<file path="src/rtl/ctrl_pkg.sv">
// rtl/ctrl_pkg.sv - shared types and constants for the multicycle control unit
package ctrl_pkg;

  typedef enum logic [3:0] {
    ST_RESET,
    ST_FETCH,
    ST_DECODE,
    ST_EXEC_R,
    ST_WB_R,
    ST_ADDI,
    ST_WB_I,
    ST_ADDR,
    ST_LW_WAIT,
    ST_LW_WB,
    ST_SW,
    ST_BRANCH,
    ST_JUMP,
    ST_EXC,
    ST_EXC_JMP
  } state_t;

  localparam logic [5:0] OP_R    = 6'h00;
  localparam logic [5:0] OP_J    = 6'h02;
  localparam logic [5:0] OP_JAL  = 6'h03;
  localparam logic [5:0] OP_BEQ  = 6'h04;
  localparam logic [5:0] OP_BNE  = 6'h05;
  localparam logic [5:0] OP_ADDI = 6'h08;
  localparam logic [5:0] OP_LW   = 6'h23;
  localparam logic [5:0] OP_SW   = 6'h2B;

  localparam logic [5:0] FN_ADD = 6'h20;
  localparam logic [5:0] FN_SUB = 6'h22;
  localparam logic [5:0] FN_AND = 6'h24;

  localparam logic [2:0] ULA_PASS = 3'b000;
  localparam logic [2:0] ULA_ADD  = 3'b001;
  localparam logic [2:0] ULA_SUB  = 3'b010;
  localparam logic [2:0] ULA_AND  = 3'b011;

  localparam int IORD_PC     = 0;
  localparam int IORD_ALUOUT = 1;

  localparam int REGDST_RT = 0;
  localparam int REGDST_RD = 1;
  localparam int REGDST_RA = 2;

  localparam int MEMTOREG_ALUOUT = 0;
  localparam int MEMTOREG_MDR    = 1;
  localparam int MEMTOREG_PC     = 2;

  localparam int SRCA_PC = 0;
  localparam int SRCA_A  = 1;

  localparam int SRCB_B       = 0;
  localparam int SRCB_FOUR    = 1;
  localparam int SRCB_SEXT    = 2;
  localparam int SRCB_SEXT_SH = 3;

  localparam int PCSRC_ALU    = 0;
  localparam int PCSRC_ALUOUT = 1;
  localparam int PCSRC_JUMP   = 2;
  localparam int PCSRC_EXC    = 3;

  function automatic logic r_funct_ok(input logic [5:0] f);
    return (f == FN_ADD) || (f == FN_SUB) || (f == FN_AND);
  endfunction

  function automatic logic [2:0] r_ula(input logic [5:0] f);
    case (f)
      FN_SUB:  return ULA_SUB;
      FN_AND:  return ULA_AND;
      default: return ULA_ADD;
    endcase
  endfunction

endpackage

</file>
<file path="src/rtl/ctrl_wait_cnt.sv">
// rtl/ctrl_wait_cnt.sv - memory wait counter; done flags the last of MEM_LAT cycles
module ctrl_wait_cnt #(
  parameter int MEM_LAT = 3,
  parameter int CNT_W   = $clog2(MEM_LAT + 1)
) (
  input  logic clk,
  input  logic reset,
  input  logic start,
  output logic done
);

  localparam logic [CNT_W-1:0] LAST = CNT_W'(MEM_LAT - 1);

  logic [CNT_W-1:0] cnt;

  assign done = start && (cnt == LAST);

  // Self-clearing whenever the waiting state is left or finishes.
  always_ff @(posedge clk or negedge reset) begin
    if (!reset) begin
      cnt <= '0;
    end else if (start && !done) begin
      cnt <= cnt + 1'b1;
    end else begin
      cnt <= '0;
    end
  end

endmodule

</file>
<file path="src/rtl/ctrl_unit_mc.sv">
// rtl/ctrl_unit_mc.sv - multicycle MIPS-subset control FSM
// Define CTRL_UNIT_MC_EXC_EN to enable overflow / invalid-opcode exception handling.
module ctrl_unit_mc
  import ctrl_pkg::*;
#(
  parameter int MEM_LAT = 3,
  parameter int SEL_W   = 3
) (
  input  logic             clk,
  input  logic             reset,
  input  logic             Overflow,
  input  logic             Zero,
  input  logic [5:0]       opcode,
  input  logic [5:0]       funct,
  output logic             PC_w,
  output logic             memoria_w,
  output logic             IR_w,
  output logic             reg_w,
  output logic             a_w,
  output logic             b_w,
  output logic             ALUOut_w,
  output logic             MDR_w,
  output logic             EPC_w,
  output logic             exc_cause,
  output logic [2:0]       ula_selector,
  output logic [SEL_W-1:0] iord_s,
  output logic [SEL_W-1:0] regdst_s,
  output logic [SEL_W-1:0] memtoreg_s,
  output logic [SEL_W-1:0] alusrca_s,
  output logic [SEL_W-1:0] alusrcb_s,
  output logic [SEL_W-1:0] pcsrc_s,
  output logic             reset_out
);

  localparam int CNT_W = $clog2(MEM_LAT + 1);

`ifdef CTRL_UNIT_MC_EXC_EN
  localparam bit     EXC_ON  = 1'b1;
  localparam state_t ST_TRAP = ST_EXC;
`else
  localparam bit     EXC_ON  = 1'b0;
  localparam state_t ST_TRAP = ST_FETCH;
`endif

  state_t state_q, state_d;
  logic   wait_run, wait_done;
  logic   arith;

  assign wait_run = (state_q == ST_FETCH) || (state_q == ST_LW_WAIT);
  assign arith    = (funct == FN_ADD) || (funct == FN_SUB);

  ctrl_wait_cnt #(.MEM_LAT(MEM_LAT), .CNT_W(CNT_W)) u_wait (
    .clk   (clk),
    .reset (reset),
    .start (wait_run),
    .done  (wait_done)
  );

  always_ff @(posedge clk or negedge reset) begin
    if (!reset) state_q <= ST_RESET;
    else        state_q <= state_d;
  end

`ifdef CTRL_UNIT_MC_EXC_EN
  logic exc_cause_q;
  // Cause is latched on trap entry: only decode traps for an invalid opcode.
  always_ff @(posedge clk or negedge reset) begin
    if (!reset)                  exc_cause_q <= 1'b0;
    else if (state_d == ST_EXC)  exc_cause_q <= (state_q == ST_DECODE);
  end
  assign exc_cause = exc_cause_q;
`else
  assign exc_cause = 1'b0;
`endif

  always_comb begin
    state_d = state_q;
    unique case (state_q)
      ST_RESET:   state_d = ST_FETCH;
      ST_FETCH:   if (wait_done) state_d = ST_DECODE;
      ST_DECODE: begin
        case (opcode)
          OP_R:          state_d = r_funct_ok(funct) ? ST_EXEC_R : ST_TRAP;
          OP_ADDI:       state_d = ST_ADDI;
          OP_LW, OP_SW:  state_d = ST_ADDR;
          OP_BEQ, OP_BNE: state_d = ST_BRANCH;
          OP_J, OP_JAL:  state_d = ST_JUMP;
          default:       state_d = ST_TRAP;
        endcase
      end
      ST_EXEC_R:  state_d = (EXC_ON && arith && Overflow) ? ST_EXC : ST_WB_R;
      ST_ADDI:    state_d = (EXC_ON && Overflow) ? ST_EXC : ST_WB_I;
      ST_ADDR:    state_d = (opcode == OP_LW) ? ST_LW_WAIT : ST_SW;
      ST_LW_WAIT: if (wait_done) state_d = ST_LW_WB;
      ST_EXC:     state_d = ST_EXC_JMP;
      ST_WB_R, ST_WB_I, ST_LW_WB, ST_SW, ST_BRANCH, ST_JUMP, ST_EXC_JMP:
                  state_d = ST_FETCH;
      default:    state_d = ST_RESET;
    endcase
  end

  always_comb begin
    PC_w         = 1'b0;
    memoria_w    = 1'b0;
    IR_w         = 1'b0;
    reg_w        = 1'b0;
    a_w          = 1'b0;
    b_w          = 1'b0;
    ALUOut_w     = 1'b0;
    MDR_w        = 1'b0;
    EPC_w        = 1'b0;
    reset_out    = 1'b0;
    ula_selector = ULA_PASS;
    iord_s       = SEL_W'(IORD_PC);
    regdst_s     = SEL_W'(REGDST_RT);
    memtoreg_s   = SEL_W'(MEMTOREG_ALUOUT);
    alusrca_s    = SEL_W'(SRCA_PC);
    alusrcb_s    = SEL_W'(SRCB_B);
    pcsrc_s      = SEL_W'(PCSRC_ALU);
    unique case (state_q)
      ST_RESET: reset_out = 1'b1;
      ST_FETCH: if (wait_done) begin
        IR_w         = 1'b1;
        PC_w         = 1'b1;
        alusrcb_s    = SEL_W'(SRCB_FOUR);
        ula_selector = ULA_ADD;
      end
      ST_DECODE: begin
        a_w          = 1'b1;
        b_w          = 1'b1;
        ALUOut_w     = 1'b1;
        alusrcb_s    = SEL_W'(SRCB_SEXT_SH);
        ula_selector = ULA_ADD;
      end
      ST_EXEC_R: begin
        alusrca_s    = SEL_W'(SRCA_A);
        ula_selector = r_ula(funct);
        ALUOut_w     = 1'b1;
      end
      ST_ADDI, ST_ADDR: begin
        alusrca_s    = SEL_W'(SRCA_A);
        alusrcb_s    = SEL_W'(SRCB_SEXT);
        ula_selector = ULA_ADD;
        ALUOut_w     = 1'b1;
      end
      ST_WB_R: begin
        reg_w    = 1'b1;
        regdst_s = SEL_W'(REGDST_RD);
      end
      ST_WB_I: reg_w = 1'b1;
      ST_LW_WAIT: begin
        iord_s = SEL_W'(IORD_ALUOUT);
        MDR_w  = wait_done;
      end
      ST_LW_WB: begin
        reg_w      = 1'b1;
        memtoreg_s = SEL_W'(MEMTOREG_MDR);
      end
      ST_SW: begin
        iord_s    = SEL_W'(IORD_ALUOUT);
        memoria_w = 1'b1;
      end
      ST_BRANCH: begin
        alusrca_s    = SEL_W'(SRCA_A);
        ula_selector = ULA_SUB;
        pcsrc_s      = SEL_W'(PCSRC_ALUOUT);
        PC_w         = (opcode == OP_BEQ) ? Zero : ~Zero;
      end
      ST_JUMP: begin
        PC_w    = 1'b1;
        pcsrc_s = SEL_W'(PCSRC_JUMP);
        if (opcode == OP_JAL) begin
          reg_w      = 1'b1;
          regdst_s   = SEL_W'(REGDST_RA);
          memtoreg_s = SEL_W'(MEMTOREG_PC);
        end
      end
      ST_EXC: begin
        EPC_w        = EXC_ON;
        alusrcb_s    = SEL_W'(SRCB_FOUR);
        ula_selector = ULA_SUB;
      end
      ST_EXC_JMP: begin
        PC_w    = 1'b1;
        pcsrc_s = SEL_W'(PCSRC_EXC);
      end
      default: reset_out = 1'b1;
    endcase
  end

endmodule

</file>
<file path="config.mk">
export PLATFORM = sky130hd
export DESIGN_NAME = ctrl_unit_mc
export DESIGN_NICKNAME = d
export VERILOG_FILES = /design/src/rtl/ctrl_pkg.sv /design/src/rtl/ctrl_wait_cnt.sv /design/src/rtl/ctrl_unit_mc.sv
export SDC_FILE = /design/constraint.sdc
export NUM_CORES = 1
export LEC_CHECK = 0
export ABC_CLOCK_PERIOD_IN_PS = 1720
export CELL_PAD_IN_SITES_DETAIL_PLACEMENT = 1
export CELL_PAD_IN_SITES_GLOBAL_PLACEMENT = 1
export CORE_MARGIN = 4
export CORE_UTILIZATION = 25
export CTS_CLUSTER_DIAMETER = 60
export DETAILED_ROUTE_END_ITERATION = 16
export GPL_TIMING_DRIVEN = 0
export PLACE_DENSITY_LB_ADDON = 0.25
export SLEW_MARGIN = 0
export SYNTH_ARGS = -nofsm -noshare
export SYNTH_HDL_FRONTEND = slang
export SYNTH_SLANG_ARGS = --single-unit
</file>
<file path="constraint.sdc">
create_clock -name clk -period 1.72 [get_ports clk]
set_input_delay 0.344 -clock clk [delete_from_list [all_inputs] [get_ports clk]]
set_output_delay 0.344 -clock clk [all_outputs]
set_load 0.05 [all_outputs]
</file>
==> results of run 1 <==
[synth_stat cells, types with 3 or more instances]
master	n
dfrtp_1	6
inv_1	4
a21oi_1	6
xor2_1	3
nand2b_1	3
buf_2	4
o21ai_0	4
nor2_1	17
buf_4	12
nor2b_1	4
nor3_1	4
o21ai_1	3
nand2_1	11
o2bb2ai_1	3
[stage by stage]
stage / std cells / setup slack, ns / power, W / area (sq um)
floorplan: 127 / -0.273 / 0.00154 / 987
global placement: 206 / -1.10 / 0.00198 / 1390
detailed placement: 206 / -1.10 / 0.00201 / 1390
CTS: 227 / -0.133 / 0.00238 / 1580
global route: 237 / -0.213 / 0.00282 / 1770
finish: 237 / -0.142 / 0.00267 / 1770
[what timing repair did]
item                                   4_1_cts  5_1_grt
cloned                                       0        1
endpoints found under the hold margin        0        0
setup buffers                               18        9
resized for setup                          192       37
pin swaps                                   13        9
setup endpoints to repair                   21       20
[report_power, final]
part	switching [W]	internal, W	leakage, nW	total (W)
Combinational	0.00135	0.000924	0.720	0.00228
Sequential	0.0000612	0.000205	0.0740	0.000266
Clock	0.0000447	0.0000785	0.0138	0.000123
Total	0.00146	0.00121	0.808	0.00267
[registers in the layout (all words and copies together) (netlist names)]
register,count
state_q,4
u_wait.cnt,2
[worst max-delay path by stage]
stage | start | endpoint | cells past startpoint
2_1_floorplan | u_wait.cnt[0] | PC_w | 5
3_3_place_gp | opcode[3] | PC_w | 6
4_1_cts | state_q[0] | memtoreg_s[1] | 7
6_report | state_q[1] | PC_w | 5
5_1_grt | state_q[1] | PC_w | 5
3_5_place_dp | opcode[3] | PC_w | 6
[final cells by class]
class                      instances  area share
clock buffer                       3      0.0127
timing repair buffer              63       0.309
sequential                         6      0.0862
tap                               44      0.0311
buffer                            18       0.103
multi-input combinational         98       0.444
inverter                           5      0.0148
[cell families (layout without fill, tap and decap cells)]
| logic type | count (synthesis) | count (layout) | share of synthesized area |
|---|---|---|---|
| buffers and inverters | 23 | 89 | 0.181 |
| AO/OA/AOI/OAI | 28 | 28 | 0.222 |
| XOR/XNOR | 4 | 4 | 0.0418 |
| multiplexers | 1 | 1 | 0.0134 |
| flip-flops | 6 | 6 | 0.179 |
| AND/OR/NAND/NOR | 53 | 53 | 0.343 |
| adder cells (fa/ha/maj) | 1 | 1 | 0.0149 |
| other | 1 | 11 | 0.00447 |
[routing by layer]
layer,up-vias,wire (um),track usage
met5,-,0,0
met4,0,0,0.0311
met3,0,133,0.0187
met2,31,2110,0.305
met1,557,1620,0.181
li1,544,-,-
[layout by cell type (no fill, tap or decap), types with 3 or more instances in the layout]
cell type,count
nor3_4,4
buf_6,17
buf_8,6
dfrtp_1,4
buf_4,36
buf_2,8
nor2b_1,3
nand2_1,7
dlygate4sd2_1,3
nor2_1,10
nand2b_1,3
clkbuf_4,7
o21ai_0,3
conb_1,11
nor2_4,4
nor2_2,3
==> flow_metrics.env, run 1 <==
export IMPL_critical_path_top_delay_family="flip-flops"
export IMPL_synthesis_instances=117
export IMPL_yosys_top_cells_area="dfrtp_1, buf_4, nor2_1"
export IMPL_arrival_ns=1.52
export IMPL_initial_core_util=0.268
export IMPL_p_per_area_nw_per_um2=1510
export IMPL_crit_slowest_cell="dfrtp_2"
export IMPL_maxCapViolCount=0
export IMPL_yosys_warnings=0
export IMPL_clk_pin_slew_ns=0.04
export IMPL_yosysTopAreaCell="dfrtp_1"
export IMPL_ys_ff_latch=6
export IMPL_drive_gt1_frac=0.622
export IMPL_timing_rr_end="state_q[2]"
export IMPL_slew_violations=0
export IMPL_core_area_sq_um=3130
export IMPL_utilization=0.566
export IMPL_finalSetupViolations=14
export IMPL_crit_chain="inv_1 -> nand2_1 -> nor4_4 -> a211o_4 -> buf_8"
export IMPL_first_global_vias=1111
export IMPL_reg2regPathDepth=4
export IMPL_via_count=1132
export IMPL_track_usage=0.157
export IMPL_cp_max_fo=4
export IMPL_async_flop_share=1.00
export IMPL_ant_nets=0
export IMPL_hpwl_mm=2.41
export IMPL_area_growth_pct=111
export IMPL_crit_buf_inv=2
export IMPL_clock_path_buffers=2
export IMPL_r2r_slack_ns=0.32
export IMPL_cts_buffers=3
export IMPL_path_class="reg2out"
export IMPL_clock_latency_ns=0.24
export IMPL_overflow=0
export IMPL_max_freq_mhz=537
export IMPL_drcViolationCount=0
export IMPL_wl_per_cell_um=16.3
export IMPL_synth_top_area_share=0.179
export IMPL_fin_tns_setup_ns=-1.36
export IMPL_ys_seq_area_frac=0.179
export IMPL_synthDistinctLibCells=41
export IMPL_outcome="finished with violations"
export IMPL_ctsHoldBuffers=0
export IMPL_reg2reg_from="state_q[1]"
export IMPL_synth_ff_type="dfrtp_1"
export IMPL_rsz0062_at_grt="yes"
export IMPL_holdWs_ns=0.345
export IMPL_die_w_um=65.9
export IMPL_fin_skew_ns=0.00184
export IMPL_critPathRequiredTime_ns=1.38
export IMPL_cts_num_sinks=6
export IMPL_finalCritPeriodShare=1.08
export IMPL_synth_edf_count=0
export IMPL_antenna_found_initial=0
export IMPL_seqCellArea_sq_um=153
export IMPL_grt_pass1_wl_mm=5.32
export IMPL_setup_slack_ns=-0.142
export IMPL_diodes=0
export IMPL_ios=48
export IMPL_root_buffer="clkbuf_4"
export IMPL_die_area_sq_um=4340
export IMPL_avgSynthCellArea_sq_um=7.16
export IMPL_vias_per_cell=4.78
export IMPL_worstHoldPathType="in2async"
export IMPL_finalHoldViolations=0
export IMPL_power_leakage_nw=0.808
export IMPL_drtIter0Drc=44
export IMPL_cts_tree="done"
export IMPL_fin_crit_ns=1.86
export IMPL_max_vdd_ir_drop_uv=602
export IMPL_fin_nets=212
export IMPL_num_fill_cells=381
export IMPL_die_h_um=65.9
export IMPL_htree_num_levels=1
export IMPL_crit_path_max_incr_delay_ns=0.44
export IMPL_multi_input_area_sq_um=786
export IMPL_io_buffers=35
export IMPL_first_pass_iters=4
export IMPL_cp_end_kind="output port"
export IMPL_worstSetupStartpointType="flop"
export IMPL_globalplace_congestion=0.843
export IMPL_rows=20
export IMPL_violations="setup timing"
export IMPL_grt_max_degree=11
export IMPL_netlist_area_sq_um=838
export IMPL_wirelength_mm=3.87
No activity file was read; power rests on OpenSTA's default activity.
==> inputs of run 2 (changes only) <==
MAX_ROUTING_LAYER = met4   (was default)
RECOVER_POWER = 25   (was default)
==> run 2 against run 1 <==
  * The flow still finishes with violations (setup timing)
  * Register-to-register slack hardly changed
  * Critical path depth stayed put
  * Count of clock-buffer cells in the layout unchanged
==> flow_metrics.env, run 2 (synthesis gave the netlist of run 1 again) <==
export IMPL_globalplace_congestion=0.856
export IMPL_clk_pin_slew_ns=0.04
export IMPL_rows=20
export IMPL_fin_nets=209
export IMPL_cp_end_kind="output port"
export IMPL_place_inst=206
export IMPL_layout_common_cells="buf_4, buf_6, nor2_1, conb_1"
export IMPL_clock_latency_ns=0.24
export IMPL_die_area_sq_um=4340
export IMPL_path_class="reg2out"
export IMPL_io_buffers=35
export IMPL_max_vdd_ir_drop_uv=602
export IMPL_initial_core_util=0.268
export IMPL_antenna_found_initial=0
export IMPL_via_count=1104
export IMPL_grt_busiest_layer="met2"
export IMPL_slew_violations=0
export IMPL_arrival_ns=1.56
export IMPL_critical_path_top_delay_family="buffers and inverters"
export IMPL_power_switching_w=0.00141
export IMPL_die_w_um=65.9
export IMPL_reg2regPathDepth=4
export IMPL_fin_skew_ns=0.000663
export IMPL_grt_pass1_wl_mm=5.35
export IMPL_final_common_cell="buf_4"
export IMPL_crit_slowest_cell="dfrtp_1"
export IMPL_drcViolationCount=0
export IMPL_clock_path_buffers=2
export IMPL_htree_num_levels=1
export IMPL_critPathRequiredTime_ns=1.38
export IMPL_worstSetupStartpointType="flop"
export IMPL_p_per_area_nw_per_um2=1500
export IMPL_root_buffer="clkbuf_4"
export IMPL_area_growth_pct=102
export IMPL_finalHoldViolations=0
export IMPL_drtIter0Drc=74
export IMPL_hpwl_mm=2.41
export IMPL_core_area_sq_um=3130
export IMPL_regMostFlops="state_q"
export IMPL_finalCritPeriodShare=1.11
export IMPL_cp_startpoint="state_q[3]"
export IMPL_crit_path_max_incr_delay_ns=0.41
export IMPL_intPower_w=0.00113
export IMPL_timing_rr_end="state_q[2]"
export IMPL_outcome="finished with violations"
export IMPL_largest_reg_flops=4
export IMPL_reg2reg_from="state_q[1]"
export IMPL_crit_end="reset_out"
export IMPL_r2r_slack_ns=0.33
export IMPL_diodes=0
export IMPL_first_pass_iters=4
export IMPL_pre_cts_slack_ns=-1.10
export IMPL_wirelength_mm=3.80
export IMPL_wl_per_cell_um=16.2
export IMPL_vias_per_cell=4.72
export IMPL_p_sw_frac=0.554
export IMPL_cp_max_fo=8
export IMPL_die_h_um=65.9
export IMPL_power_leakage_nw=0.771
export IMPL_grt_use_met1=0.187
export IMPL_grt_max_degree=11
export IMPL_crit_chain="buf_6 -> buf_12 -> nor2_2 -> o2bb2ai_1 -> buf_4"
export IMPL_maxCapViolCount=0
export IMPL_overflow=0
export IMPL_cts_tree="done"
export IMPL_finalSetupViolations=13
export IMPL_setup_slack_ns=-0.181
export IMPL_utilization=0.540
export IMPL_drive_gt1_frac=0.589
export IMPL_ant_nets=0
export IMPL_p_comb_frac=0.847
export IMPL_cts_buffers=3
export IMPL_reg_top3="state_q: 4 flops, u_wait.cnt: 2 flops"
export IMPL_stdcell_count=234
export IMPL_max_freq_mhz=526
export IMPL_track_usage=0.162
export IMPL_violations="setup timing"
export IMPL_first_global_vias=1100
export IMPL_fin_crit_ns=1.90
export IMPL_use_met2=0.305
export IMPL_crit_cells=5
export IMPL_crit_buf_inv=3
export IMPL_worstHoldPathType="in2async"
export IMPL_cts_num_sinks=6
export IMPL_seqPwrFrac=0.104
export IMPL_clkPwrFrac=0.049
export IMPL_rsz0062_at_grt="yes"
export IMPL_ios=48
export IMPL_use_met3=0.0119
==> run 2: repair_timing <==
item                       in CTS  in global routing
buffers inserted               18                  6
pin swaps                      13                  4
setup endpoints to repair      21                 20
gates resized for setup       192                 19
cloned                          0                  1
hold buffers                    0                  0
==> run 2: routing by layer <==
layer | up-vias | part of all wire
met2 | 34 | 0.52
met4 | 0 | 0.022
met5 | - | 0
li1 | 537 | -
met1 | 525 | 0.43
met3 | 8 | 0.032
==> run 2: power groups by stage <==
stage          logic, W  clock network (W)  registers (W)
3_3_place_gp    0.00173                  0       0.000254
4_1_cts         0.00199           0.000129       0.000263
3_5_place_dp    0.00175                  0       0.000261
2_1_floorplan   0.00129                  0       0.000242
6_report        0.00215           0.000125       0.000264
5_1_grt         0.00228           0.000143       0.000273
==> run 2: worst min-delay path by stage <==
stage | from | slack [ns] | to
finish | reset | 0.41 | u_wait.cnt[1]
global route | reset | 0.43 | u_wait.cnt[1]
CTS | reset | 0.35 | u_wait.cnt[1]
detailed placement | u_wait.cnt[0] | 0.43 | u_wait.cnt[0]
global placement | u_wait.cnt[0] | 0.41 | u_wait.cnt[0]
floorplan | reset | 0.05 | state_q[0]
==> run 2: through the flow <==
stage	area, sq um	setup TNS (ns)	power [W]	hold slack (ns)
detailed placement	1390	-12.82	0.00201	0.427
CTS	1580	-0.802	0.00238	0.352
global placement	1390	-12.49	0.00198	0.414
floorplan	987	-0.785	0.00154	0.0484
global route	1690	-2.20	0.00269	0.435
finish	1690	-1.18	0.00254	0.413
==> run 2: layout make-up <==
type / instances / area [sq um]
buffer: 18 / 183
inverter: 5 / 21.3
timing repair buffer: 60 / 507
tap: 44 / 55.1
multi-input combinational: 98 / 749
clock buffer: 3 / 22.5
sequential: 6 / 153
fill: 401 / 1440
